## config.mk

```make
export PLATFORM = sky130hd
export DESIGN_NAME = store_buffer
export DESIGN_NICKNAME = d
export VERILOG_FILES = /design/src/rtl/mem_pkg.sv /design/src/rtl/store_buffer_fifo.sv /design/src/rtl/store_buffer.sv
export SDC_FILE = /design/constraint.sdc
export NUM_CORES = 1
export LEC_CHECK = 0
export CORE_ASPECT_RATIO = 0.8
export CORE_MARGIN = 5
export CORE_UTILIZATION = 60
export CTS_BUF_LIST = sky130_fd_sc_hd__clkbuf_2
export DETAILED_ROUTE_END_ITERATION = 16
export PLACE_DENSITY = 0.87
export SLEW_MARGIN = 20
export SYNTH_ARGS = -nofsm -noshare
export SYNTH_HDL_FRONTEND = slang
export SYNTH_SLANG_ARGS = --single-unit
```

## constraint.sdc

```tcl
create_clock -name clock -period 9.3 [get_ports clock]
set_input_delay 1.395 -clock clock [delete_from_list [all_inputs] [get_ports clock]]
set_output_delay 1.395 -clock clock [all_outputs]
set_load 0.01 [all_outputs]
```

## src/rtl/mem_pkg.sv

```systemverilog
// Shared data-memory definitions: access-size encodings and the store-buffer entry layout.
package mem_pkg;

    localparam logic [1:0] LS_BYTE = 2'd0;
    localparam logic [1:0] LS_HALF = 2'd1;
    localparam logic [1:0] LS_WORD = 2'd2;

    typedef struct packed {
        logic [31:0] addr;
        logic [31:0] data;
        logic [1:0]  lsc;
    } sb_entry_t;

endpackage

```

## src/rtl/store_buffer_fifo.sv

```systemverilog
// Circular store queue: entry storage, head/tail pointers, occupancy count,
// and a per-entry valid/word-address view for load conflict matching.
module store_buffer_fifo
    import mem_pkg::*;
#(
    parameter int DEPTH = 4,
    localparam int PTR_W = $clog2(DEPTH),
    localparam int CNT_W = PTR_W + 1
) (
    input  logic                        clock,
    input  logic                        reset_n,
    input  logic                        push,
    input  sb_entry_t                   push_entry,
    input  logic                        pop,
    output sb_entry_t                   head_entry,
    output logic [CNT_W-1:0]            count,
    output logic [DEPTH-1:0]            ent_valid,
    output logic [DEPTH-1:0][29:0]      ent_word
);

    sb_entry_t          mem_q [DEPTH];
    sb_entry_t          mem_d [DEPTH];
    logic [PTR_W-1:0]   head_q, head_d;
    logic [PTR_W-1:0]   tail_q, tail_d;
    logic [CNT_W-1:0]   count_q, count_d;

    always_comb begin
        mem_d   = mem_q;
        head_d  = head_q;
        tail_d  = tail_q;
        count_d = count_q;
        if (push) begin
            mem_d[tail_q] = push_entry;
            tail_d        = tail_q + 1'b1;
        end
        if (pop) begin
            head_d = head_q + 1'b1;
        end
        case ({push, pop})
            2'b10:   count_d = count_q + 1'b1;
            2'b01:   count_d = count_q - 1'b1;
            default: count_d = count_q;
        endcase
    end

    always_ff @(posedge clock or negedge reset_n) begin
        if (!reset_n) begin
            head_q  <= '0;
            tail_q  <= '0;
            count_q <= '0;
        end else begin
            head_q  <= head_d;
            tail_q  <= tail_d;
            count_q <= count_d;
        end
    end

    // Entry payloads are don't-care while invalid, so they carry no reset.
    always_ff @(posedge clock) begin
        mem_q <= mem_d;
    end

    always_comb begin
        ent_valid = '0;
        ent_word  = '0;
        for (int i = 0; i < DEPTH; i++) begin
            ent_valid[i] = {1'b0, PTR_W'(i) - head_q} < count_q;
            ent_word[i]  = mem_q[i].addr[31:2];
        end
    end

    assign head_entry = mem_q[head_q];
    assign count      = count_q;

endmodule

```

## src/rtl/store_buffer.sv

```systemverilog
// Write buffer between the MEM stage and the data memory port: loads get the
// port first unless they hit a queued store's word or the buffer is full.
module store_buffer
    import mem_pkg::*;
#(
    parameter int DEPTH = 4
) (
    input  logic        clock,
    input  logic        reset_n,
    input  logic        st_valid,
    output logic        st_ready,
    input  logic [31:0] st_address,
    input  logic [31:0] st_data,
    input  logic [1:0]  st_lscontrol,
    input  logic        ld_req,
    input  logic [31:0] ld_address,
    input  logic [1:0]  ld_lscontrol,
    output logic        ld_stall,
    output logic        empty,
    output logic        memread,
    output logic        memwrite,
    output logic [31:0] address_data,
    output logic [31:0] writedata,
    output logic [1:0]  lscontrol
);

    localparam int PTR_W = $clog2(DEPTH);

    sb_entry_t              head_entry;
    sb_entry_t              push_entry;
    logic [PTR_W:0]         count;
    logic [DEPTH-1:0]       ent_valid;
    logic [DEPTH-1:0][29:0] ent_word;
    logic                   full;
    logic                   push;
    logic                   pop;
    logic                   hit;
    logic                   conflict;

    assign full       = (count == (PTR_W + 1)'(DEPTH));
    assign st_ready   = !full;
    assign empty      = (count == '0);
    assign push       = st_valid && st_ready;
    assign push_entry = '{addr: st_address, data: st_data, lsc: st_lscontrol};

    store_buffer_fifo #(.DEPTH(DEPTH)) u_fifo (
        .clock      (clock),
        .reset_n    (reset_n),
        .push       (push),
        .push_entry (push_entry),
        .pop        (pop),
        .head_entry (head_entry),
        .count      (count),
        .ent_valid  (ent_valid),
        .ent_word   (ent_word)
    );

    // Word-granular match; the store pushed this cycle is not yet in ent_valid.
    always_comb begin
        hit = 1'b0;
        for (int i = 0; i < DEPTH; i++) begin
            if (ent_valid[i] && (ent_word[i] == ld_address[31:2])) begin
                hit = 1'b1;
            end
        end
        conflict = ld_req && hit;
    end

    always_comb begin
        memread      = 1'b0;
        memwrite     = 1'b0;
        address_data = '0;
        writedata    = '0;
        lscontrol    = LS_WORD;
        ld_stall     = ld_req;
        pop          = 1'b0;
        if (full || !(ld_req && !conflict && !st_valid)) begin
            if (count != '0) begin
                memwrite     = 1'b1;
                address_data = head_entry.addr;
                writedata    = head_entry.data;
                lscontrol    = head_entry.lsc;
                pop          = 1'b1;
            end
        end else begin
            memread      = 1'b1;
            address_data = ld_address;
            lscontrol    = ld_lscontrol;
            ld_stall     = 1'b0;
        end
    end

endmodule
```

Yosys cells after proc, flatten, opt, wreduce, memory -nomap -nowiden
Cells that the tools add are included.

Bits in registers: 271. Latch bits: 0. Bits in writable memories: 0. Bits in read-only memories: 0. Input bits: 104. Output and inout port bits: 71. Logic and storage cells: 77. Memories kept: 0.

Add/subtract/negate cells: 8. $mul: 0. Divide/modulo/power cells: 0. Order comparisons: 7. Eq/ne operators: 7. Shift operators: 0. Mux-type cells: 21. Bitwise gates (word level): 2. Reductions and logical operators: 17.

Operators with widths (count): $bwmux W264 (1); $mux W66 (3); $bmux W66 S2 (1); $demux W66 S2 (1); $mux W32 (4); $eq A30 B30 Y1 (4); $lt A2 B3 Y1 (4); $logic_and A1 B1 Y1 (9); $mux W1 (8); $ge A3 B3 Y1 const B (2); $not A2 Y3 (2); $pmux W3 S2 (1); $add A2 B1 Y2 const B (2); $logic_not A1 Y1 (4); $mux W2 (2); $sub A1 B2 Y2 const A (2); $sub A2 B2 Y2 const A (2); $add A3 B1 Y3 const B (1); $eq A3 B3 Y1 const B (1); $logic_not A3 Y1 (1); $lt A3 B1 Y1 const B (1); $reduce_bool A3 Y1 (1); $sub A3 B1 Y3 const B (1); $eq A2 B1 Y1 const B (1); 3 further kinds (3).

Depth between registers and ports, before layout
Word-level depth: 16. Gate-level depth with buffers: 18. Mapped depth without buffers: 13.

Modules after synthesis
A second synthesis with hierarchy kept.

Cells, all modules: 865. Area total of the unflattened synthesis: 13649.3 sq um.

By module, submodules not included: store_buffer_fifo (times used 1, cells each 518, area each 11009.3 sq um, sequential area each 8102.8 sq um); store_buffer (times used 1, cells each 347, area each 2640.0 sq um, sequential area each 0.0 sq um).

Worst setup path after synthesis
OpenSTA, ideal clock, no wires.

Kind: input-to-output. Start: in ld_address[2]. End: out address_data[24]. Arrival time: 3.248 ns. Required time: 7.905 ns. Slack: 4.657 ns. Stages: 10. Buffers on the path: 3. Cells stage by stage: buf_2 > xor2_1 > nor4_2 > nand4_1 > a2111oi_2 > a211oi_2 > and3_1 > buf_6 > buf_8 > a22o_1.

Word-level cells in the longest chain between the ends: 13. Elaborated cells on any way between the ends: 19. Those cells by class: eq/ne (4); mux (5); reduce/logical (10).

Ends and longest elaborated chain: from (decl) (RTL line store_buffer.sv:16) `input logic [31:0] ld_address,`; $eq A30 B30 Y1 (RTL line store_buffer.sv:62) `if (ent_valid[i] && (ent_word[i] == ld_address[31:2])) begin`; $logic_and A1 B1 Y1 (RTL line store_buffer.sv:62); $mux W1 (3 in series) (RTL line store_buffer.sv:62); $mux W1 (*) (RTL line store_buffer.sv:62); $logic_and A1 B1 Y1 (*) (RTL line store_buffer.sv:66) `conflict = ld_req && hit;`; $logic_not A1 Y1 (*) (RTL line store_buffer.sv:77) `if (full || !(ld_req && !conflict && !st_valid)) begin`; $logic_and A1 B1 Y1 (*) (2 in series) (RTL line store_buffer.sv:77); $logic_not A1 Y1 (*) (RTL line store_buffer.sv:77); $logic_or A1 B1 Y1 (*) (RTL line store_buffer.sv:77); $mux W32 (*) (RTL line store_buffer.sv:77); to (decl) (RTL line store_buffer.sv:22) `output logic [31:0] address_data,`.

Mark *: on every way between the ends. The rest lies on a longest branch, timed or not.

Worst setup path after layout
Start: reg u_fifo.head_q[1]. End: out address_data[28].

Word-level cells in the longest chain between the ends: 14. Elaborated cells on any way between the ends: 28. Those cells by class: add/sub (4); order compare (4); mux (9); bitwise (1); reduce/logical (10).

Ends and longest elaborated chain: from (decl) (RTL line store_buffer_fifo.sv:23) `logic [PTR_W-1:0] head_q, head_d;`; from (signal assigned) (RTL line store_buffer_fifo.sv:48) `head_q <= '0;`; from (signal assigned) (RTL line store_buffer_fifo.sv:52) `head_q <= head_d;`; $sub A1 B2 Y2 (RTL line store_buffer_fifo.sv:67) `ent_valid[i] = {1'b0, PTR_W'(i) - head_q} < count_q;`; $lt A2 B3 Y1 (RTL line store_buffer_fifo.sv:67); $logic_and A1 B1 Y1 (RTL line store_buffer.sv:62); $mux W1 (4 in series) (RTL line store_buffer.sv:62); $logic_and A1 B1 Y1 (RTL line store_buffer.sv:66); $logic_not A1 Y1 (RTL line store_buffer.sv:77); $logic_and A1 B1 Y1 (2 in series) (RTL line store_buffer.sv:77); $logic_not A1 Y1 (RTL line store_buffer.sv:77); $logic_or A1 B1 Y1 (RTL line store_buffer.sv:77); $mux W32 (*) (RTL line store_buffer.sv:77).

Mark *: on every way between the ends. The rest lies on a longest branch, timed or not. The select of a mux whose other input is x is not followed.

==> impl_metrics.py <==
metrics = {
    "status": {
        "status": "finished clean",
    },
    "placement": {
        "pre_cts_slack_ns": 2.55,
        "globalplace.congestion": 0.876,
        "dp_hpwl_um": 19300,
        "port_buffers": 174,
    },
    "setup_path": {
        "reg2reg_setup_slack_ns": 4.34,
        "critPathBufInv": 5,
        "worst_setup_path_end_kind": "primary output",
        "cp_num_cells": 12,
        "cp_top_family": "compound AO/OA/AOI/OAI gates",
        "crit_end": "address_data[28]",
        "r2r-start": "u_fifo.head_q[1]$_DFFE_PN0N_",
        "worstRegToRegCells": 11,
        "crit_top_cell": "buf_4",
        "r2r-end": "u_fifo.count[1]$_DFFE_PN0P_",
        "crit_required_ns": 7.91,
        "cpPeakStageDelay_ns": 1.01,
        "crit_type": "flop to primary output",
        "arrival_ns": 5.89,
        "critPathMaxFanout": 36,
        "crit_path_start_kind": "flop",
        "crit_path_start": "u_fifo.head_q[1]$_DFFE_PN0N_",
        "slowest_stage": "dfrtp_2",
        "worstPathCellList": "buf_4 -> xnor2_1 -> ha_1 -> inv_1 -> o21ai_0 -> a2111oi_0 -> a211oi_2 -> a31oi_4 -> buf_16 -> buf_4 -> a22o_1 -> clkdlybuf4s50_1",
    },
    "power_and_ir_drop": {
        "ir_worst_vdd_mv": 0.213,
        "cellPowerDensity_mw_per_mm2": 296,
        "p_leak_nw": 5.04,
    },
    "sta": {
        "fmax_ghz": 0.137,
        "period_share_pct": 78.3,
        "final_max_slew_viol_count": 0,
        "setup_viol": 0,
        "rsz0062_at_grt": "no",
        "setup_ws_ns": 2.02,
        "fin_tns_setup_ns": 0,
        "holdWs_ns": 0.547,
        "hold_viol_final": 0,
        "finalCriticalPeriod_ns": 7.28,
        "slew_headroom_pct": 36.7,
        "worstMarginPinSlew_ns": 0.949,
        "finClkSkew_ns": 0.0671,
    },
    "synth": {
        "syn_area_per_cell_um2": 17.9,
        "synth.area.mux_share_pct": 12.4,
        "synth-compound-area-share_pct": 3.56,
        "synth_cells": 681,
        "synth_adder_area_share_pct": 1.09,
        "ys_seq_area_share_pct": 66.4,
        "ys_seq_elements": 271,
        "synth_top_family_by_area": "multiplexers",
        "syn_area_mm2": 0.0122,
        "yosys.area_share.simple_pct": 4.29,
        "yosysWarnings": 0,
        "synth_nets": 795,
        "synth_xor_area_share_pct": 9.04,
        "ys_types": 35,
    },
    "clock_network": {
        "clock_latency_ns": 0.82,
        "clkTransAtPathRegs_ns": 0.11,
        "cts_tree": "done",
        "postCtsSetupRepairBufs": 0,
        "clockBufferDepth": 3,
        "htree_levels": 3,
        "cts_buffers": 67,
        "root_buffer": "clkbuf_2",
        "cts.sinks": 271,
        "ctsResizeCount": 0,
        "cts_hold_buf": 0,
    },
    "finish": {
        "post-route-util_pct": 73.8,
        "layout.nets": 989,
        "area.growth.synth_to_final_pct": 20.4,
        "final.fill_count": 1275,
        "drive_above_1_share_pct": 21.4,
        "antenna_cells": 0,
    },
    "job": {
        "max_cap_viol_count": 0,
    },
    "global_route": {
        "grt.total_usage_pct": 25.0,
        "grt_overflow_total": 0,
        "grt_start_max_net_pins": 43,
        "grt_pass1_wl_um": 43700,
        "antenna_found_initial": 2,
        "grt_pass1_vias": 7594,
    },
    "drt": {
        "wl_per_cell_um": 24.0,
        "route.detailed.drc": 0,
        "vias": 7063,
        "vias_per_cell": 5.94,
        "ant_nets": 0,
        "drt_first_pass_iters": 6,
        "routed_wl_um": 28600,
        "drt_iter0_drc": 653,
    },
    "floorplanning": {
        "initial_core_util_pct": 61.3,
        "dieArea_mm2": 0.0233,
        "rows": 46,
        "io_pins": 175,
        "die_w_um": 169,
        "die_h_um": 138,
        "core_mm2": 0.0199,
    },
    "worst_hold_path": {
        "hold_depth": 1,
        "hp-class": "flop to flop",
    },
}
==> layout by cell type, fill, tap and decap left out, drive strengths merged, types with 6 or more instances in the layout <==
cell type      instances
xor2                  75
mux4                  66
clkbuf                98
dfrtp                  7
nand4                 12
ha                     9
buf                    9
nor4                  18
clkdlybuf4s50        174
inv                   14
clkinv                17
nor2                   6
a22o                  33
and2                  32
edfxtp               264
xnor2                 51
==> worst reg2reg max path: cells and delay by family (launching register included) <==
kind / cells / cell delay [ns]
AOI/OAI and AO/OA: 4 / 1.67
adders and majority gates: 3 / 1.04
DFF: 1 / 1.01
buffers and inverters: 2 / 0.68
muxes: 1 / 0.27
xor gates and xnor gates: 1 / 0.18
==> where the power goes <==
group,internal (mW),switching [mW],leakage (nW),total [mW]
clock,0.367,0.465,0.492,0.832
sequential,1.62,0.185,2.50,1.81
combinational,0.925,0.789,2.05,1.71
total,2.91,1.44,5.04,4.35
==> per-layer routing <==
| layer | part of all wire (%) | GRT usage [%] |
|---|---|---|
| met1 | 41 | 35.3 |
| met2 | 48 | 38.3 |
| met3 | 10 | 8.38 |
| met4 | 1.1 | 6.66 |
| met5 | 0.094 | 0 |
==> sequential cells by signal, summed over array words and instances (netlist names) <==
signal,cells
u_fifo.ent_word,120
u_fifo.head_q,2
u_fifo.tail_q,2
u_fifo.count,3
u_fifo.mem_q,144
==> Yosys cell counts, drive strengths merged <==
cell / count / share of area (%)
dfrtp: 7 / 1.4
o2111ai: 2 / 0.14
mux2: 2 / 0.18
a22o: 33 / 2.4
o21ai: 2 / 0.082
xnor2: 51 / 3.7
clkbuf: 16 / 0.49
xor2: 75 / 5.4
nand3: 4 / 0.16
a211oi: 1 / 0.10
mux2i: 1 / 0.082
ha: 9 / 0.92
nand2: 3 / 0.092
a311oi: 1 / 0.072
a21oi: 2 / 0.082
and3: 5 / 0.26
a2111oi: 5 / 0.46
o311ai: 1 / 0.072
buf: 42 / 2.3
nor4: 18 / 1.1
fa: 1 / 0.16
or2: 1 / 0.051
a31oi: 1 / 0.17
and2: 32 / 1.6
nor2: 6 / 0.18
edfxtp: 264 / 65
nand4: 12 / 0.62
mux4: 66 / 12
inv: 13 / 0.40
nor3: 5 / 0.21
==> how the worst min path moves through the flow <==
stage | start | to | slack (ns)
after global placement | u_fifo.tail_q[0]$_DFFE_PN0P_ | u_fifo.tail_q[0]$_DFFE_PN0P_ | 0.51
after detailed placement | u_fifo.tail_q[0]$_DFFE_PN0P_ | u_fifo.tail_q[0]$_DFFE_PN0P_ | 0.54
final | u_fifo.tail_q[0]$_DFFE_PN0P_ | u_fifo.tail_q[0]$_DFFE_PN0P_ | 0.55
after CTS | u_fifo.tail_q[0]$_DFFE_PN0P_ | u_fifo.tail_q[0]$_DFFE_PN0P_ | 0.55
after floorplan | u_fifo.tail_q[0]$_DFFE_PN0P_ | u_fifo.tail_q[0]$_DFFE_PN0P_ | 0.50
after global routing | u_fifo.tail_q[0]$_DFFE_PN0P_ | u_fifo.tail_q[0]$_DFFE_PN0P_ | 0.60
==> cell type report <==
cell class,instances,area (um^2),share of cell area (%)
Multi-Input combinational cell,339,3720,25.3
Sequential cell,271,8110,55.2
Timing Repair Buffer,183,1830,12.4
Tap cell,264,330,2.25
Clock buffer,98,490,3.34
Inverter,13,48.8,0.332
Clock inverter,21,171,1.17
==> per-stage QoR <==
stage          instance area [um^2]  total power [mW]  std cells
5_1_grt                       14700              4.59       1189
6_report                      14700              4.35       1189
2_1_floorplan                 12200              2.80        681
4_1_cts                       14700              4.40       1189
3_5_place_dp                  14000              3.56       1070
3_3_place_gp                  14000              3.50       1069
==> kinds of logic (layout without fill, tap and decap cells) <==
logic type	count (synthesis)	count (layout)
compound gates	48	48
flops	271	271
fa+ha+maj	10	10
mux	69	69
simple gates	86	86
buf+inv	71	315
xor+xnor	126	126
(Power assumes the default switching activity.)
